[config.mk]
export PLATFORM = sky130hd
export DESIGN_NAME = full_adder4_reg
export DESIGN_NICKNAME = d
export VERILOG_FILES = /design/src/rtl/full_adder4_reg.sv
export SDC_FILE = /design/constraint.sdc
export NUM_CORES = 1
export LEC_CHECK = 0
export ABC_CLOCK_PERIOD_IN_PS = 2180
export BUFFER_PORTS_ARGS = -buffer_cell sky130_fd_sc_hd__buf_2
export CAP_MARGIN = 20
export CELL_PAD_IN_SITES_DETAIL_PLACEMENT = 1
export CELL_PAD_IN_SITES_GLOBAL_PLACEMENT = 1
export CORE_AREA = 2 2 39 41
export DETAILED_ROUTE_END_ITERATION = 16
export DIE_AREA = 0 0 41 43
export GPL_ROUTABILITY_DRIVEN = 1
export PLACE_DENSITY = 0.66
export REMOVE_ABC_BUFFERS = 1
export SETUP_SLACK_MARGIN = 0.4
export SLEW_MARGIN = 10
export SYNTH_ARGS = -nofsm -noshare
export SYNTH_HDL_FRONTEND = slang
export SYNTH_SLANG_ARGS = --single-unit
[constraint.sdc]
create_clock -name clk -period 2.18 [get_ports clk]
set_clock_uncertainty 0.2 [all_clocks]
set_input_delay 0.327 -clock clk [delete_from_list [all_inputs] [get_ports clk]]
set_output_delay 0.327 -clock clk [all_outputs]
set_load 0.1 [all_outputs]
[src/rtl/full_adder4_reg.sv]
`default_nettype none
// +----------------------------------------------------------------------+
// | Module   : full_adder4_reg                                           |
// | Purpose  : Registered WIDTH-bit ripple-carry adder with carry in/out |
// | Revision : 1.0 - initial release                                     |
// +----------------------------------------------------------------------+

module full_adder_cell (
    input  logic x,
    input  logic y,
    input  logic ci,
    output logic s,
    output logic co
);
    logic w_p;

    assign w_p = x ^ y;
    assign s   = w_p ^ ci;
    assign co  = (x & y) | (ci & w_p);
endmodule

module full_adder4_reg #(
    parameter int WIDTH = 4
) (
    input  logic             clk,
    input  logic             rst,
    input  logic [WIDTH-1:0] a,
    input  logic [WIDTH-1:0] b,
    input  logic             c,
    input  logic             in_valid,
    output logic [WIDTH-1:0] so,
    output logic             co,
    output logic             out_valid
);
    // w_carry[i] is the carry into cell i; w_carry[WIDTH] leaves the chain
    logic [WIDTH:0]   w_carry;
    logic [WIDTH-1:0] w_sum;
    logic [WIDTH-1:0] r_so;
    logic             r_co;
    logic             r_out_valid;

    assign w_carry[0] = c;

    generate
        for (genvar gi = 0; gi < WIDTH; gi++) begin : g_cell
            full_adder_cell u_cell (
                .x  (a[gi]),
                .y  (b[gi]),
                .ci (w_carry[gi]),
                .s  (w_sum[gi]),
                .co (w_carry[gi+1])
            );
        end
    endgenerate

    // Sum/carry hold while idle; only out_valid drops
    always_ff @(posedge clk) begin
        if (rst) begin
            r_so        <= '0;
            r_co        <= 1'b0;
            r_out_valid <= 1'b0;
        end else begin
            r_out_valid <= in_valid;
            if (in_valid) begin
                r_so <= w_sum;
                r_co <= w_carry[WIDTH];
            end
        end
    end

    assign so        = r_so;
    assign co        = r_co;
    assign out_valid = r_out_valid;
endmodule

`default_nettype wire

==> impl_metrics.py <==
metrics = {
    "hold_path": {
        "hold_path_class": "input port to register",
        "hold_depth": 2,
        "hold_path_end": "so[3]",
        "hp-start": "rst",
    },
    "global_route": {
        "antenna_found_initial": 0,
        "grt_max_degree": 10,
        "overflow": 0,
        "grt_pass1_vias": 219,
        "grt_pass1_wl_um": 890,
        "gr-usage-all-layers": 0.0869,
    },
    "critical_path": {
        "crit_arrival_ns": 2.05,
        "cp_num_cells": 9,
        "crit_type": "input port to register",
        "cp-start-kind": "input port",
        "max_stage_delay_ns": 0.42,
        "r2r_slack_ns": 1.34,
        "cp_slowest_cell": "fa_2",
        "r2r-start": "so[3]",
        "worstPathCellList": "buf_2 > inv_1 > fa_2 > inv_2 > fa_2 > fa_2 > inv_2 > fa_2 > a211oi_1",
        "reg2reg_to": "so[3]",
        "crit_required_ns": 2.14,
        "critPathBufInv": 4,
        "worstSetupEndpointType": "register",
        "path_delay_family": "adder cells",
        "cp_common_cell": "fa_2",
        "path_max_fanout": 1,
        "reg2reg_depth": 2,
    },
    "placement": {
        "dp.cells": 61,
        "gp_congestion": 0.628,
        "hpwl_um": 503,
        "port_buffers": 17,
        "place_area_um2": 404,
        "dp_worst_setup_slack_ns": -0.308,
    },
    "layout": {
        "fin_cells": 64,
        "layout.nets": 66,
        "n_antenna_cell": 0,
        "area_growth_pct": 44.4,
        "postLayoutCellArea_um2": 448,
        "fin_util": 0.324,
        "drive_above_1_share": 0.646,
        "fillers": 167,
    },
    "sta": {
        "timing.final.ws_setup_ns": 0.0917,
        "tightest_slew_ns": 0.484,
        "relSlewSlack": 0.679,
        "fmax_mhz": 479,
        "hold_viol": 0,
        "setup_violations": 0,
        "drv_slew": 0,
        "fin_crit_sh": 0.958,
        "fin_crit_ns": 2.09,
        "rsz0062_at_grt": "true",
    },
    "die": {
        "die_area_um2": 1760,
        "dieWidth_um": 41,
        "fp.coreArea_um2": 1380,
        "start_util": 0.224,
        "io_pins": 18,
        "rows": 14,
        "die_h_um": 43,
    },
    "synth": {
        "yosysWarningCount": 0,
        "synth.avg_cell_area_um2": 10.7,
        "yosysTopAreaCellShare": 0.387,
        "synth.largest_area_cell": "dfxtp_1",
        "synth_cell_types": 9,
        "synth.area.top_cells": "dfxtp_1, fa_1, inv_1",
        "synth_seq_cells": 6,
        "synth_area_um2": 310,
        "ys_seq_area_frac": 0.387,
        "postSynthCellCount": 29,
    },
    "power": {
        "power_w": 0.000359,
        "ir_worst_vdd_v": 0.000247,
        "leakage_nw": 0.225,
        "power.density_nw_per_um2": 803,
    },
    "routing": {
        "wl_per_cell_um": 9.38,
        "drc_errors": 0,
        "firstDrtPassIters": 1,
        "via_count": 254,
        "wirelength_um": 600,
        "drt_iter0_markers": 0,
        "antenna_left": 0,
        "viasPerCell": 3.97,
    },
    "clock_tree": {
        "cts_tree": "built",
        "clockBufferDepth": 2,
        "cts_root_buffer": "clkbuf_4",
        "cts-htree-levels": 1,
        "path_clk_slew_ns": 0.05,
        "cts_made_buffers": 3,
        "clock_latency_ns": 0.24,
        "cts_hold_buf": 0,
        "cts.sinks": 6,
    },
    "run": {
        "maxCapViolations": 0,
    },
    "outcome": {
        "outcome": "complete, no violations",
    },
}
==> registers in the layout, summed over array words and instances, names as in the netlist <==
signal,cells
out_valid,1
so,4
co,1
==> per-stage QoR <==
stage               hold slack (ns)  setup TNS, ns
floorplan                     0.199        -0.0814
global route                  0.135              0
CTS                           0.126              0
finish                        0.137              0
detailed placement            0.275         -0.390
global placement              0.266         -0.263
==> how the worst max path moves through the flow <==
stage          start     to  slack, ns
2_1_floorplan   a[0]  so[3]      -0.08
3_3_place_gp    a[0]  so[3]      -0.26
3_5_place_dp    a[0]  so[3]      -0.31
4_1_cts         a[0]  so[3]       0.08
5_1_grt            c  so[3]       0.05
6_report           c  so[3]       0.09
==> cell families (layout without fill, tap and decap cells) <==
group / after synthesis / in the layout / share of synthesized area
flip-flops: 6 / 6 / 0.387
buffers and inverters: 8 / 27 / 0.121
AO/OA/AOI/OAI: 3 / 3 / 0.0726
multiplexers: 2 / 2 / 0.0645
AND/OR/NAND/NOR: 6 / 6 / 0.0968
adder cells (fa/ha/maj): 4 / 4 / 0.258
==> area by class of cell <==
cell class | instances | area (µm²) | share of cell area
flip-flops and latches | 6 | 120 | 0.268
multi-input cells | 15 | 168 | 0.374
repair buffers | 17 | 91.3 | 0.204
well taps | 16 | 20.0 | 0.0447
inverters | 7 | 26.3 | 0.0587
clock buffers | 3 | 22.5 | 0.0503
==> where the power goes <==
part           switching, W  internal, W  leakage (nW)  total (W)
logic             0.0000988    0.0000325         0.161   0.000131
clock network     0.0000412    0.0000624        0.0138   0.000104
registers        0.00000467     0.000120        0.0498   0.000125
total              0.000145     0.000215         0.225   0.000359
==> per-layer routing <==
| metal | share of wire | GRT usage | wire length (µm) |
|---|---|---|---|
| met1 | 0.41 | 0.0918 | 244 |
| met2 | 0.54 | 0.0969 | 324 |
| met3 | 0.052 | 0.0471 | 31 |
| met4 | 0 | 0.120 | 0 |
| met5 | 0 | 0 | 0 |
==> cell usage after synthesis <==
| library cell | instances |
|---|---|
| nor2b_1 | 1 |
| mux2i_1 | 2 |
| buf_6 | 1 |
| nor2_1 | 3 |
| nor2_2 | 2 |
| fa_1 | 4 |
| dfxtp_1 | 6 |
| a211oi_1 | 3 |
| inv_1 | 7 |
==> layout by cell type (no fill, tap or decap), drive strengths merged <==
cell type  count
dfxtp          6
fa             4
nor2b          1
clkbuf         3
buf           17
mux2i          2
nor2           5
inv            7
a211oi         3
==> timing repair <==
item                                   in CTS  in global routing
resized for setup                           2                  8
endpoints found under the hold margin       0                  0
gates cloned                                0                  0
setup endpoints to repair                   3                  3
setup buffers                               0                  0
pin swaps                                   1                  1
No activity file was read; power rests on OpenSTA's default activity.
